**config.mk**
```make
export PLATFORM = sky130hd
export DESIGN_NAME = if_id_stage
export DESIGN_NICKNAME = d
export VERILOG_FILES = /design/src/rtl/if_id_stage.sv
export SDC_FILE = /design/constraint.sdc
export NUM_CORES = 1
export LEC_CHECK = 0
export ABC_AREA = 1
export CORE_UTILIZATION = 34
export CTS_BUF_LIST = sky130_fd_sc_hd__clkbuf_8
export CTS_CLUSTER_DIAMETER = 60
export DETAILED_ROUTE_END_ITERATION = 8
export PLACE_DENSITY_LB_ADDON = 0.12
export SLEW_MARGIN = 30
export SYNTH_ARGS = -nofsm -noshare
export SYNTH_HDL_FRONTEND = slang
export SYNTH_SLANG_ARGS = --single-unit
export TNS_END_PERCENT = 20
```
**constraint.sdc**
```tcl
create_clock -name clk_BF0 -period 5.41 [get_ports clk_BF0]
set_input_delay 1.623 -clock clk_BF0 [delete_from_list [all_inputs] [get_ports clk_BF0]]
set_output_delay 1.623 -clock clk_BF0 [all_outputs]
set_load 0.01 [all_outputs]
```
**src/rtl/if_id_stage.sv**
```systemverilog
// Fetch stage and IF/ID buffer: owns the PC, registers the fetched word for decode,
// detects load-use hazards and counts stall cycles and redirect flushes.
module if_id_stage #(
   parameter int              PC_W     = 8,
   parameter logic [PC_W-1:0] RESET_PC = '0,
   parameter int              CNT_W    = 16
) (
   input  logic             clk_BF0,
   input  logic             rst_BF0,
   input  logic [31:0]      instr_BF0_IN,
   input  logic             pcSrc_BF0_IN,
   input  logic [PC_W-1:0]  pcTarget_BF0_IN,
   input  logic             idexMemRead_BF0_IN,
   input  logic [4:0]       idexRt_BF0_IN,
   output logic [PC_W-1:0]  pc_BF0,
   output logic [PC_W-1:0]  nextInst_BF0,
   output logic [31:0]      instruction_BF0,
   output logic             valid_BF0,
   output logic             ctrlBubble_BF0,
   output logic             stall_BF0,
   output logic [CNT_W-1:0] stallCount_BF0,
   output logic [CNT_W-1:0] flushCount_BF0
);

   logic [4:0]      rs;
   logic [4:0]      rt;
   logic [PC_W-1:0] pc_plus4;
   logic [PC_W-1:0] pc_redirect;
   logic            rt_match;

   assign rs          = instruction_BF0[25:21];
   assign rt          = instruction_BF0[20:16];
   assign pc_plus4    = pc_BF0 + PC_W'(4);
   // Target is forced word aligned; the low two bits are masked rather than sliced.
   assign pc_redirect = pcTarget_BF0_IN & ~PC_W'(3);

   // $0 is hardwired zero, so a load into it can never create a real dependency.
   assign rt_match       = (idexRt_BF0_IN != 5'd0) &&
                           ((idexRt_BF0_IN == rs) || (idexRt_BF0_IN == rt));
   assign stall_BF0      = valid_BF0 & idexMemRead_BF0_IN & rt_match;
   assign ctrlBubble_BF0 = stall_BF0 | ~valid_BF0;

   always_ff @(posedge clk_BF0) begin
      if (rst_BF0) begin
         pc_BF0          <= RESET_PC;
         nextInst_BF0    <= '0;
         instruction_BF0 <= 32'h0;
         valid_BF0       <= 1'b0;
         stallCount_BF0  <= '0;
         flushCount_BF0  <= '0;
      end else if (pcSrc_BF0_IN) begin
         pc_BF0          <= pc_redirect;
         nextInst_BF0    <= '0;
         instruction_BF0 <= 32'h0;
         valid_BF0       <= 1'b0;
         if (flushCount_BF0 != '1)
            flushCount_BF0 <= flushCount_BF0 + CNT_W'(1);
      end else if (stall_BF0) begin
         if (stallCount_BF0 != '1)
            stallCount_BF0 <= stallCount_BF0 + CNT_W'(1);
      end else begin
         pc_BF0          <= pc_plus4;
         nextInst_BF0    <= pc_plus4;
         instruction_BF0 <= instr_BF0_IN;
         valid_BF0       <= 1'b1;
      end
   end

endmodule

```
==> impl_metrics.prom <==
# TYPE chip_impl_metric gauge
chip_impl_metric{name="syn_inst_count",unit=""} 531
chip_impl_metric{name="clock_transition_at_the_registers_of_the_reported_paths",unit="ns"} 0.07
chip_impl_metric{name="synth.ff_latch_count",unit=""} 77
chip_impl_metric{name="p_per_area",unit="mW/mm^2"} 227
chip_impl_metric{name="relSlewSlack",unit="%"} 42.5
chip_impl_metric{name="initial_utilization",unit="%"} 35.5
chip_impl_metric{name="final_min_period_over_clock_period",unit="%"} 93.3
chip_impl_metric{name="grt_pass1_wl",unit="mm"} 15.9
chip_impl_metric{name="nNetsFinal",unit=""} 704
chip_impl_metric{name="ys_types",unit=""} 37
chip_impl_metric{name="fmax",unit="MHz"} 198
chip_impl_metric{name="worst_clock_skew",unit="ns"} 0.0118
chip_impl_metric{name="drt-total-wl",unit="mm"} 9.66
chip_impl_metric{name="drt-vias-per-instance",unit=""} 4.55
chip_impl_metric{name="cts-buffers-inserted",unit=""} 9
chip_impl_metric{name="clk_latency",unit="ns"} 0.34
chip_impl_metric{name="internal_power",unit="mW"} 0.908
chip_impl_metric{name="cts_hold_repair.buffers",unit=""} 0
chip_impl_metric{name="fp.coreArea",unit="mm^2"} 0.0104
chip_impl_metric{name="die_h",unit="um"} 106
chip_impl_info{name="timing.hold.worst.class",value="reg -> reg"} 1
chip_impl_info{name="worstHoldEndpoint",value="nextInst_BF0[4]"} 1
chip_impl_metric{name="fp.dieArea",unit="mm^2"} 0.0113
chip_impl_metric{name="grt_start_max_net_pins",unit=""} 40
chip_impl_metric{name="dr.first_iter.drc_count",unit=""} 116
chip_impl_metric{name="chipWidth",unit="um"} 106
chip_impl_metric{name="p_sw",unit="mW"} 0.282
chip_impl_metric{name="postSynthAreaPerCell",unit="um^2"} 6.96
chip_impl_metric{name="drt.antenna.violating_nets",unit=""} 0
chip_impl_metric{name="dp_hpwl",unit="mm"} 7.04
chip_impl_metric{name="reg2reg_setup_slack",unit="ns"} 3.58
chip_impl_metric{name="highest_fanout_seen_on_the_critical_path",unit=""} 20
chip_impl_metric{name="detail_route.drc_violations",unit=""} 0
chip_impl_metric{name="share_of_layout_cells_above_drive_strength_1",unit="%"} 7.91
chip_impl_metric{name="place.port_buffers",unit=""} 125
chip_impl_info{name="setup.worst_path.class",value="in -> out"} 1
chip_impl_metric{name="cpPeakStageDelay",unit="ns"} 0.53
chip_impl_metric{name="finalCriticalPeriod",unit="ns"} 5.05
chip_impl_metric{name="power_total",unit="mW"} 1.19
chip_impl_metric{name="p_sw_share",unit="%"} 23.7
chip_impl_info{name="clock_tree_from_tritoncts",value="built"} 1
chip_impl_metric{name="holdPathStages",unit=""} 2
chip_impl_info{name="critical_path_start_type",value="input port"} 1
chip_impl_metric{name="route.detailed.wl_per_inst",unit="um"} 12.2
chip_impl_metric{name="vias_in_the_first_global_route",unit=""} 3356
chip_impl_metric{name="htree_num_levels",unit=""} 3
chip_impl_info{name="rsz0062_at_grt",value="no"} 1
chip_impl_metric{name="num_vias",unit=""} 3608
chip_impl_metric{name="grt_use_total",unit="%"} 17.5
chip_impl_metric{name="areaGrowthSynthToFinish",unit="%"} 41.6
chip_impl_metric{name="antennaDiodeCount",unit=""} 0
chip_impl_metric{name="crit_required",unit="ns"} 3.79
chip_impl_info{name="regToRegStartpoint",value="instruction_BF0[20]"} 1
chip_impl_info{name="root_buffer",value="sky130_fd_sc_hd__clkbuf_8"} 1
chip_impl_metric{name="firstDrtPassIters",unit=""} 4
chip_impl_info{name="outcome",value="completed"} 1
chip_impl_metric{name="dpl_cell_area",unit="mm^2"} 0.00502
chip_impl_info{name="worst_setup_path_startpoint",value="idexRt_BF0_IN[1]"} 1
chip_impl_metric{name="grt-ovfl-total",unit=""} 0
chip_impl_metric{name="final_cell_area",unit="mm^2"} 0.00523
chip_impl_metric{name="power_frac_clock",unit="%"} 38.3
chip_impl_metric{name="cellLeakagePower",unit="nW"} 2.03
chip_impl_metric{name="vdd_ir_drop_max",unit="mV"} 0.137
chip_impl_info{name="critical_path.slowest_cell",value="sky130_fd_sc_hd__clkdlybuf4s50_1"} 1
chip_impl_metric{name="fillers",unit=""} 1065
chip_impl_metric{name="post_synth_instance_area",unit="mm^2"} 0.00369
chip_impl_info{name="timing.critical_path.mode_cell",value="sky130_fd_sc_hd__nand2_1"} 1
chip_impl_metric{name="routabilityCongestion",unit=""} 0.795
chip_impl_info{name="crit_path_cell_trace",value="clkdlybuf4s50_1 -> inv_1 -> nand2_1 -> nand2_1 -> nor2_1 -> nand3_2 -> nand2_4 -> nand2_8 -> nand2_1 -> clkdlybuf4s50_1"} 1
chip_impl_info{name="r2r_end",value="stallCount_BF0[13]"} 1
chip_impl_info{name="critPathCaptureType",value="output pin"} 1
chip_impl_metric{name="fin_setup_tns",unit="ns"} 0
chip_impl_metric{name="finalSetupViolCount",unit=""} 0
chip_impl_metric{name="grt_antenna_before_repair",unit=""} 0
chip_impl_metric{name="cts-root-to-sink-buffers",unit=""} 2
chip_impl_metric{name="reg2regPathDepth",unit=""} 12
chip_impl_metric{name="ios",unit=""} 132
chip_impl_metric{name="comb_power_share",unit="%"} 11.7
chip_impl_metric{name="cts_repair_resize_count",unit=""} 0
chip_impl_metric{name="report.final.slew_viol_count",unit=""} 0
chip_impl_metric{name="synth-warning-count",unit=""} 0
chip_impl_metric{name="cts_num_sinks",unit=""} 77
chip_impl_metric{name="post_cts_buffers",unit=""} 0
chip_impl_metric{name="timing.critical_path.arrival",unit="ns"} 3.42
chip_impl_metric{name="final-hold-violation-count",unit=""} 0
chip_impl_info{name="holdCritStartpoint",value="nextInst_BF0[4]"} 1
chip_impl_metric{name="timing_worst_slew_pin_value",unit="ns"} 0.857
chip_impl_metric{name="proportion_of_power_drawn_by_flip_flops_and_latches",unit="%"} 50.1
chip_impl_metric{name="count_of_standard_cell_rows",unit=""} 37
chip_impl_metric{name="synth.yosys.seq_area_share",unit="%"} 41.7
chip_impl_metric{name="max_cap_viol_count",unit=""} 0
sequential cells by signal, summed over array words and instances, names as in the netlist:
| register | flops |
|---|---|
| nextInst_BF0 | 6 |
| instruction_BF0 | 32 |
| flushCount_BF0 | 16 |
| pc_BF0 | 6 |
| valid_BF0 | 1 |
| stallCount_BF0 | 16 |
layout make-up:
cell class / instances / area [um^2] / area share, %
inverter: 52 / 196 / 3.75
clock inverter: 4 / 46.3 / 0.885
multi-input combinational: 384 / 1840 / 35.2
clock buffer: 12 / 165 / 3.16
sequential: 77 / 1540 / 29.5
tap: 136 / 170 / 3.25
timing repair buffer: 128 / 1270 / 24.3
cells in the mapped netlist, drive strengths merged:
library cell / n / area share, %
nand2: 130 / 14
nor2: 114 / 13
dfxtp: 77 / 42
inv: 51 / 5.2
o21ai: 39 / 5.3
nand3: 33 / 5.4
a21oi: 26 / 3.5
nor3: 13 / 2.4
buf: 12 / 2.6
clkbuf: 9 / 0.95
nand4: 7 / 1.4
xor2: 4 / 0.95
ha: 3 / 1.0
xnor2: 3 / 0.71
o21bai: 2 / 0.61
a211oi: 1 / 0.20
a31oi: 1 / 0.17
clkinv: 1 / 0.14
conb: 1 / 0.10
nor3b: 1 / 0.20
nor4: 1 / 0.17
o211ai: 1 / 0.20
o31ai: 1 / 0.20
worst max-delay path: cells and delay by family:
kind / cells / cell delay [ns]
buf+inv: 3 / 1.13
simple gates: 7 / 0.65
worst max path at each step:
stage	to	slack [ns]	cells past startpoint
floorplan	ctrlBubble_BF0	1.37	9
global placement	ctrlBubble_BF0	0.37	10
detailed placement	ctrlBubble_BF0	0.35	10
CTS	ctrlBubble_BF0	0.34	10
global route	ctrlBubble_BF0	0.21	10
finish	ctrlBubble_BF0	0.36	10
per-stage QoR:
stage | cells | setup slack, ns | hold slack [ns] | util [%]
2_1_floorplan | 534 | 1.37 | 0.469 | -
3_3_place_gp | 777 | 0.373 | 0.436 | 48.2
3_5_place_dp | 777 | 0.350 | 0.441 | 48.2
4_1_cts | 793 | 0.344 | 0.457 | 50.2
5_1_grt | 793 | 0.212 | 0.473 | 50.2
6_report | 793 | 0.365 | 0.455 | 50.2
power by group through the flow:
stage	Clock [mW]	Sequential, mW	Combinational, mW
floorplan	0	0.615	0.0542
global placement	0	0.608	0.138
detailed placement	0	0.609	0.139
CTS	0.474	0.596	0.140
global route	0.495	0.598	0.152
finish	0.455	0.596	0.139
per-layer routing:
metal	wire (um)	track usage, %
met3	466	4.05
met4	53	4.46
met5	0	0
met1	4620	21.9
met2	4520	30.1
cells in the final DEF (no fill, tap or decap), types with 2 or more instances in the layout:
master,n
sky130_fd_sc_hd__a21oi_1,26
sky130_fd_sc_hd__buf_4,3
sky130_fd_sc_hd__clkbuf_8,12
sky130_fd_sc_hd__clkdlybuf4s50_1,125
sky130_fd_sc_hd__clkinv_2,2
sky130_fd_sc_hd__conb_1,4
sky130_fd_sc_hd__dfxtp_1,77
sky130_fd_sc_hd__ha_1,3
sky130_fd_sc_hd__inv_1,46
sky130_fd_sc_hd__inv_2,5
sky130_fd_sc_hd__nand2_1,125
sky130_fd_sc_hd__nand2_2,3
sky130_fd_sc_hd__nand3_1,29
sky130_fd_sc_hd__nand3_2,2
sky130_fd_sc_hd__nand3_4,2
sky130_fd_sc_hd__nand4_1,6
sky130_fd_sc_hd__nor2_1,103
sky130_fd_sc_hd__nor2_2,7
sky130_fd_sc_hd__nor2_4,4
sky130_fd_sc_hd__nor3_1,8
sky130_fd_sc_hd__nor3_2,5
sky130_fd_sc_hd__o21ai_0,33
sky130_fd_sc_hd__o21ai_1,6
sky130_fd_sc_hd__o21bai_2,2
sky130_fd_sc_hd__xnor2_1,3
sky130_fd_sc_hd__xor2_1,4
logic make-up (layout without fill, tap and decap cells):
family	count (synthesis)	in the layout	synth area share, %
compound gates	71	71	10.2
xor+xnor	7	7	1.66
fa+ha+maj	3	3	1.02
buf+inv	73	196	8.87
flops	77	77	41.7
other cells	1	4	0.101
simple gates	299	299	36.4
No activity file was read; power rests on OpenSTA's default activity.
